**config.mk**
```make
export PLATFORM = sky130hd
export DESIGN_NAME = barrel_unrotator
export DESIGN_NICKNAME = d
export VERILOG_FILES = /design/src/rtl/barrel_pkg.sv /design/src/rtl/barrel_unrotator_rotate_step.sv /design/src/rtl/barrel_unrotator.sv
export SDC_FILE = /design/constraint.sdc
export NUM_CORES = 1
export LEC_CHECK = 0
export BUFFER_PORTS_ARGS = -buffer_cell sky130_fd_sc_hd__buf_2
export CAP_MARGIN = 10
export CORE_MARGIN = 3
export CORE_UTILIZATION = 40
export DETAILED_ROUTE_END_ITERATION = 10
export SLEW_MARGIN = 15
export SYNTH_ARGS = -nofsm -noshare
export SYNTH_HDL_FRONTEND = slang
export SYNTH_HIERARCHICAL = 1
export SYNTH_SLANG_ARGS = --single-unit
```
**constraint.sdc**
```tcl
create_clock -name clk -period 3.6 [get_ports clk]
set_clock_uncertainty 0.2 [all_clocks]
set_input_delay 0.18 -clock clk [delete_from_list [all_inputs] [get_ports clk]]
set_output_delay 0.18 -clock clk [all_outputs]
set_load 0.03 [all_outputs]
```
**src/rtl/barrel_pkg.sv**
```systemverilog
// Shared types and constants for the barrel rotator family.
package barrel_pkg;

    localparam int unsigned WIDTH_DEFAULT = 8;

    // Forward direction encoding, matching the rotator's s0 select
    localparam logic DIR_RIGHT = 1'b0;
    localparam logic DIR_LEFT  = 1'b1;

    typedef enum logic [1:0] {
        IDLE = 2'd0,
        ROT  = 2'd1,
        DONE = 2'd2
    } unrot_state_t;

endpackage

```
**src/rtl/barrel_unrotator_rotate_step.sv**
```systemverilog
// rotate_step: combinational rotate of a word by one or two positions.
module rotate_step #(
    parameter int unsigned WIDTH = 8
) (
    input  logic [WIDTH-1:0] d,
    input  logic             right,
    input  logic             two,
    output logic [WIDTH-1:0] q_c
);

    // Select one of the four single/double, left/right rotations
    always_comb begin
        q_c = d;
        unique case ({right, two})
            2'b10:   q_c = {d[0],         d[WIDTH-1:1]};
            2'b11:   q_c = {d[1:0],       d[WIDTH-1:2]};
            2'b00:   q_c = {d[WIDTH-2:0], d[WIDTH-1]};
            2'b01:   q_c = {d[WIDTH-3:0], d[WIDTH-1:WIDTH-2]};
            default: q_c = d;
        endcase
    end

endmodule

```
**src/rtl/barrel_unrotator.sv**
```systemverilog
// barrel_unrotator: iteratively undoes a barrel rotation, one bit per clock
// (two per clock when UNROTATE_FAST_EN is defined), with valid/ready on both
// sides. a_out is the working data register itself.
module barrel_unrotator
    import barrel_pkg::*;
#(
    parameter  int unsigned WIDTH = WIDTH_DEFAULT,
    localparam int unsigned AMT_W = $clog2(WIDTH)
) (
    input  logic             clk,
    input  logic             rst_n,
    input  logic             in_valid,
    output logic             in_ready,
    input  logic [WIDTH-1:0] b_in,
    input  logic [AMT_W-1:0] amt,
    input  logic             s0,
    output logic             out_valid,
    input  logic             out_ready,
    output logic [WIDTH-1:0] a_out,
    output logic             busy
);

    unrot_state_t     state;
    logic [WIDTH-1:0] data;
    logic [AMT_W-1:0] cnt;
    logic             dir;

    logic             two_c;
    logic [AMT_W-1:0] step_c;
    logic             last_c;
    logic [WIDTH-1:0] rot_c;

    // Step size: double steps only while at least two positions remain
`ifdef UNROTATE_FAST_EN
    assign two_c = (cnt >= AMT_W'(2));
`else
    assign two_c = 1'b0;
`endif

    assign step_c   = two_c ? AMT_W'(2) : AMT_W'(1);
    assign last_c   = (cnt <= step_c);
    assign in_ready = (state == IDLE);
    assign a_out    = data;

    // Undo the forward rotation: a left-rotated word turns back right
    rotate_step #(
        .WIDTH (WIDTH)
    ) u_step (
        .d     (data),
        .right (dir == DIR_LEFT),
        .two   (two_c),
        .q_c   (rot_c)
    );

    // Job FSM with datapath and registered handshake outputs
    always_ff @(posedge clk or negedge rst_n) begin
        if (!rst_n) begin
            state     <= IDLE;
            data      <= '0;
            cnt       <= '0;
            dir       <= DIR_RIGHT;
            out_valid <= 1'b0;
            busy      <= 1'b0;
        end else begin
            unique case (state)
                IDLE: begin
                    if (in_valid) begin
                        data <= b_in;
                        cnt  <= amt;
                        dir  <= s0;
                        busy <= 1'b1;
                        if (amt == '0) begin
                            state     <= DONE;
                            out_valid <= 1'b1;
                        end else begin
                            state <= ROT;
                        end
                    end
                end
                ROT: begin
                    data <= rot_c;
                    cnt  <= cnt - step_c;
                    if (last_c) begin
                        state     <= DONE;
                        out_valid <= 1'b1;
                    end
                end
                DONE: begin
                    if (out_ready) begin
                        state     <= IDLE;
                        out_valid <= 1'b0;
                        busy      <= 1'b0;
                    end
                end
                default: begin
                    state     <= IDLE;
                    out_valid <= 1'b0;
                    busy      <= 1'b0;
                end
            endcase
        end
    end

endmodule

```
==> metrics, run 1 <==
RSZ-0062 raised after global routing=false; Antenna Nets Post-Route=0; CTS clk-pin slew, worst paths=80 ps; largest net degree at the start of global routing=17; # diodes=0; Yosys top cell by area=dfrtp_1; drt first pass iters=4; CTS tree=yes; Worst Setup End Kind=register; Clock Latency Late Sink=290 ps; Num CTS Buffers=3; Final Setup Violations=0; Syn Nets=114; Cell Rows=17; sequential fraction of the synthesis area=38.10%; top-area cell type share of the netlist area=38.10%; drt total wl=2511 µm; number of I/O pins=27; routed len/inst=16.41 µm; period utilization=48.26%; Multi-input gate area=565.5 µm²; Required @ worst endpoint=3570 ps; Final Core Density=53.53%; Slew Limit Fails=0; first-pass GRT wire length=4119 µm; leakage power=0.5082 nW; Ys Warns=6; area of the die=3279 µm²; worst slack at placement=1888 ps; top cells by area, synth=dfrtp_1, mux4_2, o22ai_1, a21oi_1, buf_6; # resized after CTS=0; Sink Count=16; Synth Instances=96; initial core utilization=44.92%; startpoint types=register; cell with the most instances after synthesis=o22ai_1; chip height=57.26 µm; R2R cell count=3; Routability Congestion=0.7850; crit path DAT=1710 ps; DP Wirelength=1754 µm; final worst setup slack=1862 ps; Mapped Area=1051 µm²; synth-to-layout area growth=19.17%; post-synthesis async set-or-reset flop share=100.0%; worst vdd ir=0.0004072 V; Layout Cells excl Fill=153; library cells used by synthesis=27; DRT iter0 DRCs=28; CP max FO=12; synthesized flop and latch total=16; status=completed; MaxCap Viol Count=0; Max clock buf depth=2; die span in x=57.26 µm; FF+latch area=400.4 µm²; main flop type after synthesis=dfrtp_1; H-tree depth=1; gr ovfl total=0; nets@finish=145; final hold vios=0; Via Count=926; Fmax=575.5 MHz; placed cells=142; Worst Hold Path Cells=3; postcts setup bufs=0; vias in the first global route=842; Fillers=224; syn_area_per_cell=10.95 µm²; Port Buf Inserts=26; layout cells sized above 1=32.00%; Residual DRC=0; Final min period=1738 ps; worst min-delay path class=in -> reg; P per Cell Area=943.8 nW/µm²; vias per cell=6.052; final hold slack=12.38 ps; core area=2340 µm²; total track usage=15.82%; Synth top cells by count=o22ai_1, dfrtp_1, a21oi_1, mux4_2, nor2_1; EDFF count, synth=0; critical path class=reg -> reg; initial antenna violation count=0; clock root cell=clkbuf_4; hold-fix buffers at CTS=8; Fin Setup TNS=0 ps
[area by class of cell]
cell class	count	share of cell area, %
clock buffer	3	1.798
multi-input combinational	67	45.15
sequential	16	31.97
timing repair buffer	34	16.78
tap	28	2.797
inverter	5	1.499
[per-stage QoR]
step | cell area, µm² | total power [W]
finish | 1252 | 0.001182
global route | 1252 | 0.001281
CTS | 1252 | 0.001191
detailed placement | 1150 | 0.001087
global placement | 1150 | 0.001074
floorplan | 1051 | 0.0009614
[sequential cells by signal, indices dropped and copies added, names as in the netlist]
register   flops
a_out          8
out_valid      1
cnt            3
dir            1
busy           1
state          2
[critical path, stage by stage (launching register included)]
cell and delay (ps):
dfrtp_1 490, nand2b_1 410, nor2_1 190, mux2_2 340
[worst paths after layout]
| check | to | startpoint | slack, ps |
|---|---|---|---|
| worst max-delay path | dir | state[1] | 1860 |
| worst min-delay path | a_out[5] | b_in[5] | 10 |
| worst max register to register | dir | state[1] | 1860 |
| worst min register to register | busy | busy | 320 |
| max in group asynchronous | a_out[5] | rst_n | 2800 |
| min in group asynchronous | out_valid | rst_n | 130 |
[power by group]
part | internal [W] | switching [W]
clock | 0.0000389 | 0.0000546
combinational | 0.000315 | 0.000348
sequential | 0.000269 | 0.000156
total | 0.000623 | 0.000559
[kinds of logic after synthesis]
logic type	synth area share, %
DFF	38.09
AOI/OAI and AO/OA	27.02
buffers and inverters	8.094
other	0.3568
adders and majority gates	2.381
muxes	18.21
and+or+nand+nor	5.833
[cells in the final DEF, fill, tap and decap left out]
cell type       n
inv_1           4
and3b_1         1
nor2_1          6
o22ai_1        17
nor2b_1         1
a2bb2oi_1       3
mux2_2          1
nand2b_1        3
clkbuf_4        3
a22oi_1         1
clkinv_1        1
dfrtp_1        16
o311ai_0        1
o22a_1          1
ha_1            2
o21ai_1         1
dlygate4sd3_1   8
o2bb2ai_1       2
mux4_2          8
o21ai_0         1
o221a_2         1
a21oi_1        12
nor3_1          1
buf_2          26
o32ai_1         2
conb_1          1
o21ba_2         1
[per-layer routing]
metal  vias to the layer above  global-route usage (%)  routed length (µm)
met2                        30                   24.80                1196
met1                       456                   22.30                1148
met5                         -                       0                   0
li1                        438                       -                   -
met4                         0                   2.980                  14
met3                         2                   4.072                 150
Power figures use the tool's default switching activity.
==> run 2, diff against run 1 <==
- PLACE_DENSITY: default -> 0.66
- clock period: 3.6 -> 1.59 ns (I/O delays scaled with it)
==> metrics, run 2 (synthesized netlist as in run 1, its figures left out) <==
crit path DAT=1490 ps (-220 ps); RR Endpoint=a_out[3]; Comb pwr share=60.4% (+4.3 points); leakage power=0.5827 nW (+15%); DP Wirelength=1943 µm (+11%); nets@finish=160 (+10%); critical path class=reg -> reg; MaxCap Viol Count=0 (unchanged); vias in the first global route=914 (+8.6%); most common cell after layout, fill and taps aside=buf_2; Switching Share=45.77% (-1.5 points); clock power share=9.5% (+1.6 points); clock root cell=clkbuf_4; CTS clk-pin slew, worst paths=110 ps (+30 ps); Fmax=663.3 MHz (+15%); H-tree depth=1 (unchanged); Antenna Nets Post-Route=0 (unchanged); Final Setup Violations=0 (unchanged); max reg flops=8 (unchanged); chip height=57.26 µm (unchanged); total track usage=17.26% (+1.4 points); RR Startpoint=a_out[4]; initial core utilization=44.92% (unchanged); number of I/O pins=27 (unchanged); routed len/inst=16.27 µm (-0.85%); R2R cell count=3 (unchanged); Fillers=215 (-4.0%); Cell Rows=17 (unchanged); worst min-delay path class=in -> async; final hold vios=0 (unchanged); RSZ-0062 raised after global routing=false; Reg power frac=30.2% (-5.8 points); worst vdd ir=0.0009803 V (+140%); Via Count=991 (+7.0%); Design Area, Final=1395 µm² (+11%); vias per cell=5.864 (-3.1%); Psw=0.001354 W (+140%); CTS tree=yes; Fin Setup TNS=0 ps (unchanged); Routability Congestion=0.8827 (+12%); first-pass GRT wire length=4457 µm (+8.2%); Clock Latency Late Sink=280 ps (about the same); core area=2340 µm² (unchanged); Sink Count=16 (unchanged); Slew Limit Fails=0 (unchanged); DRT iter0 DRCs=59 (+110%); status=completed; drt total wl=2750 µm (+9.5%); P per Cell Area=2120 nW/µm² (+120%); layout cells sized above 1=36.17% (+4.2 points); largest net degree at the start of global routing=17 (unchanged); Required @ worst endpoint=1580 ps (-1990 ps); R2R setup slack=80 ps (-1780 ps); Final min period=1508 ps (-229.9 ps); area of the die=3279 µm² (unchanged); die span in x=57.26 µm (unchanged); startpoint types=register; Worst Setup End Kind=register; Internal Power=0.001604 W (+160%); Residual DRC=0 (unchanged); drt first pass iters=4 (unchanged); gr ovfl total=0 (unchanged); most frequent cells in the layout=buf_2, o22ai_1, dfrtp_1; period utilization=94.82% (+47 points); initial antenna violation count=0 (unchanged); CP max FO=7 (-5); Placed Area=1217 µm² (+5.9%); Max clock buf depth=2 (unchanged); Port Buf Inserts=26 (unchanged); # diodes=0 (unchanged); synth-to-layout area growth=32.74%; Num CTS Buffers=3 (unchanged)
run 2: final cells by class:
type	instances	area, µm²	area share [%]
well taps	28	35.03	2.511
flip-flops and latches	16	401.6	28.79
clock buffers	4	36.28	2.601
repair buffers	49	337.8	24.22
multi-input cells	67	565.5	40.54
inverters	5	18.77	1.345
run 2: worst max path at each step:
| stage | start | to | slack, ps | cells past startpoint |
|---|---|---|---|---|
| finish | a_out[4] | a_out[3] | 80 | 3 |
| detailed placement | dir | a_out[1] | 70 | 3 |
| floorplan | a_out[0] | a_out[1] | 100 | 3 |
| global route | cnt[0] | cnt[2] | 10 | 5 |
| global placement | dir | a_out[1] | 90 | 3 |
| CTS | dir | a_out[1] | 40 | 3 |
run 2: power by group through the flow:
stage          combinational (W)  clock (W)  sequential, W
5_1_grt                  0.00192   0.000315       0.000931
4_1_cts                  0.00178   0.000291       0.000880
2_1_floorplan            0.00113          0        0.00105
3_3_place_gp             0.00171          0       0.000883
3_5_place_dp             0.00175          0       0.000891
6_report                 0.00179   0.000280       0.000892
run 2: stage by stage:
stage / hold slack, ps / setup slack (ps) / cells / util (%) / total power (W)
5_1_grt: 43.66 / 12.28 / 169 / 59.63 / 0.003170
6_report: 26.54 / 82.35 / 169 / 59.63 / 0.002958
3_3_place_gp: -176.0 / 94.97 / 151 / 52.03 / 0.002589
4_1_cts: 35.67 / 43.95 / 169 / 59.57 / 0.002953
3_5_place_dp: -175.9 / 69.61 / 151 / 52.03 / 0.002642
2_1_floorplan: -416.1 / 101.0 / 96 / - / 0.002177
run 2: critical path, stage by stage (launching register included):
cell     delay [ps]
dfrtp_1         460
mux4_2          490
o22ai_1         180
a21oi_1          70
run 2: repair_timing:
action | CTS | global route
hold buffers | 14 | 0
setup endpoints to repair | 0 | 4
gates resized for setup | 0 | 1
hold endpoints to repair | 30 | 0
setup buffers | 0 | 0
run 2: layer usage:
metal / global-route usage (%) / vias to the layer above / wire length [µm]
met3: 2.262 / 2 / 199
met1: 25.53 / 472 / 1211
met4: 7.285 / 0 / 16
li1: - / 472 / -
met5: 0 / - / 0
met2: 25.29 / 45 / 1322
==> run 3, diff against run 2 <==
- CORE_ASPECT_RATIO: default -> 0.75
==> metrics, run 3 (synthesized netlist as in run 1, its figures left out) <==
number of I/O pins=27 (unchanged); nets@finish=160 (unchanged); Fin Setup TNS=0 ps (unchanged); Via Count=1025 (+3.4%); core area=2402 µm² (+2.7%); Clock Latency Late Sink=290 ps (about the same); worst vdd ir=0.0007484 V (-24%); Design Area, Final=1403 µm² (+0.54%); Required @ worst endpoint=1570 ps (about the same); drt total wl=2778 µm (+1.0%); RSZ-0062 raised after global routing=false; Routability Congestion=0.8392 (-4.9%); Fillers=227 (+5.6%); initial antenna violation count=0 (unchanged); Final min period=1490 ps (-17.87 ps); layout cells sized above 1=36.17% (unchanged); final hold vios=0 (unchanged); most frequent cells in the layout=buf_2, o22ai_1, dfrtp_1; crit path from=dir; Residual DRC=0 (unchanged); DRT iter0 DRCs=62 (+5.1%); Num CTS Buffers=3 (unchanged); CTS clk-pin slew, worst paths=100 ps (about the same); vias in the first global route=957 (+4.7%); critical path class=reg -> reg; total design power=0.002948 W (-0.35%); routed len/inst=15.87 µm (-2.4%); P per Cell Area=2101 nW/µm² (-0.88%); leakage power=0.5830 nW (about the same); Slew Limit Fails=0 (unchanged); CP max FO=5 (-2); most common cell after layout, fill and taps aside=buf_2; max reg flops=8 (unchanged); Final Core Density=58.39% (-1.2 points); die span in x=65.19 µm (+14%); area of the die=3285 µm² (+0.19%); Final Setup Violations=0 (unchanged); Max clock buf depth=2 (unchanged); H-tree depth=1 (unchanged); MaxCap Viol Count=0 (unchanged); delay-heaviest family, CP=multiplexers; critical path, cell by cell=mux4_2 > o22ai_1 > a21oi_1; CP max stage cell=mux4_2; critical path's largest stage delay=520 ps (+30 ps); clock root cell=clkbuf_4; DP Wirelength=1970 µm (+1.4%); Port Buf Inserts=26 (unchanged); chip height=50.39 µm (-12%); first-pass GRT wire length=4588 µm (+2.9%); Antenna Nets Post-Route=0 (unchanged); total track usage=18.34% (+1.1 points); worst path bufs/invs=0 (unchanged); drt first pass iters=4 (unchanged); Worst Setup End Kind=register; status=completed; synth-to-layout area growth=33.45%; vias per cell=5.857 (-0.12%); CTS tree=yes; Placed Area=1225 µm² (+0.62%); gr ovfl total=0 (unchanged); largest net degree at the start of global routing=17 (unchanged); Fmax=671.2 MHz (+1.2%); worst min-delay path class=in -> async; Sink Count=16 (unchanged); # diodes=0 (unchanged); Cell Rows=15 (-2); period utilization=93.70% (-1.1 points); RR Startpoint=dir; startpoint types=register; initial core utilization=43.75% (-1.2 points); crit path DAT=1470 ps (-20 ps)
## run 3: cell counts in the layout (fill, tap and decap cells not counted)
Identical to the previous run, type by type.
## run 3: worst register-to-register path: stages (launching register included)
cell     delay, ps
dfrtp_2        450
mux4_2         520
o22ai_1        150
a21oi_1         70
## run 3: cell type report
class	count	area, µm²	share of cell area [%]
clock buffer	4	36.28	2.587
inverter	5	18.77	1.338
multi-input combinational	67	565.5	40.32
sequential	16	401.6	28.64
tap	34	42.54	3.033
timing repair buffer	49	337.8	24.09
## run 3: path summary, 6_finish.rpt
path	to	slack [ps]	depth (start not counted)
worst min register to register	busy	320	1
worst max-delay path	a_out[1]	100	3
max in group asynchronous	dir	860	2
worst max register to register	a_out[1]	100	3
min in group clk	cnt[0]	70	3
worst min-delay path	a_out[7]	30	2
## run 3: where the power goes
group / leakage [nW] / internal, W / total [W] / switching (W)
combinational: 0.383 / 0.000844 / 0.00178 / 0.000935
sequential: 0.179 / 0.000614 / 0.000889 / 0.000276
clock: 0.0210 / 0.000140 / 0.000279 / 0.000140
## run 3: what timing repair did
action                                 CTS  global route
resized for setup                        0             1
hold buffers                            14             0
setup buffers                            0             0
endpoints found under the hold margin   31             0
setup endpoints to repair                0             1
## run 3: stage by stage
stage,worst slack (ps),hold WS (ps),cells
5_1_grt,7.504,51.48,175
3_3_place_gp,108.3,-184.5,157
4_1_cts,29.94,27.43,175
6_report,100.2,30.38,175
2_1_floorplan,101.0,-416.1,96
3_5_place_dp,48.71,-174.1,157
## run 3: metal layers
| layer | wire (µm) | global-route usage [%] | up-vias |
|---|---|---|---|
| li1 | - | - | 468 |
| met3 | 242 | 4.922 | 6 |
| met5 | 0 | 0 | - |
| met4 | 31 | 3.793 | 0 |
| met2 | 1291 | 28.57 | 51 |
| met1 | 1212 | 25.64 | 500 |
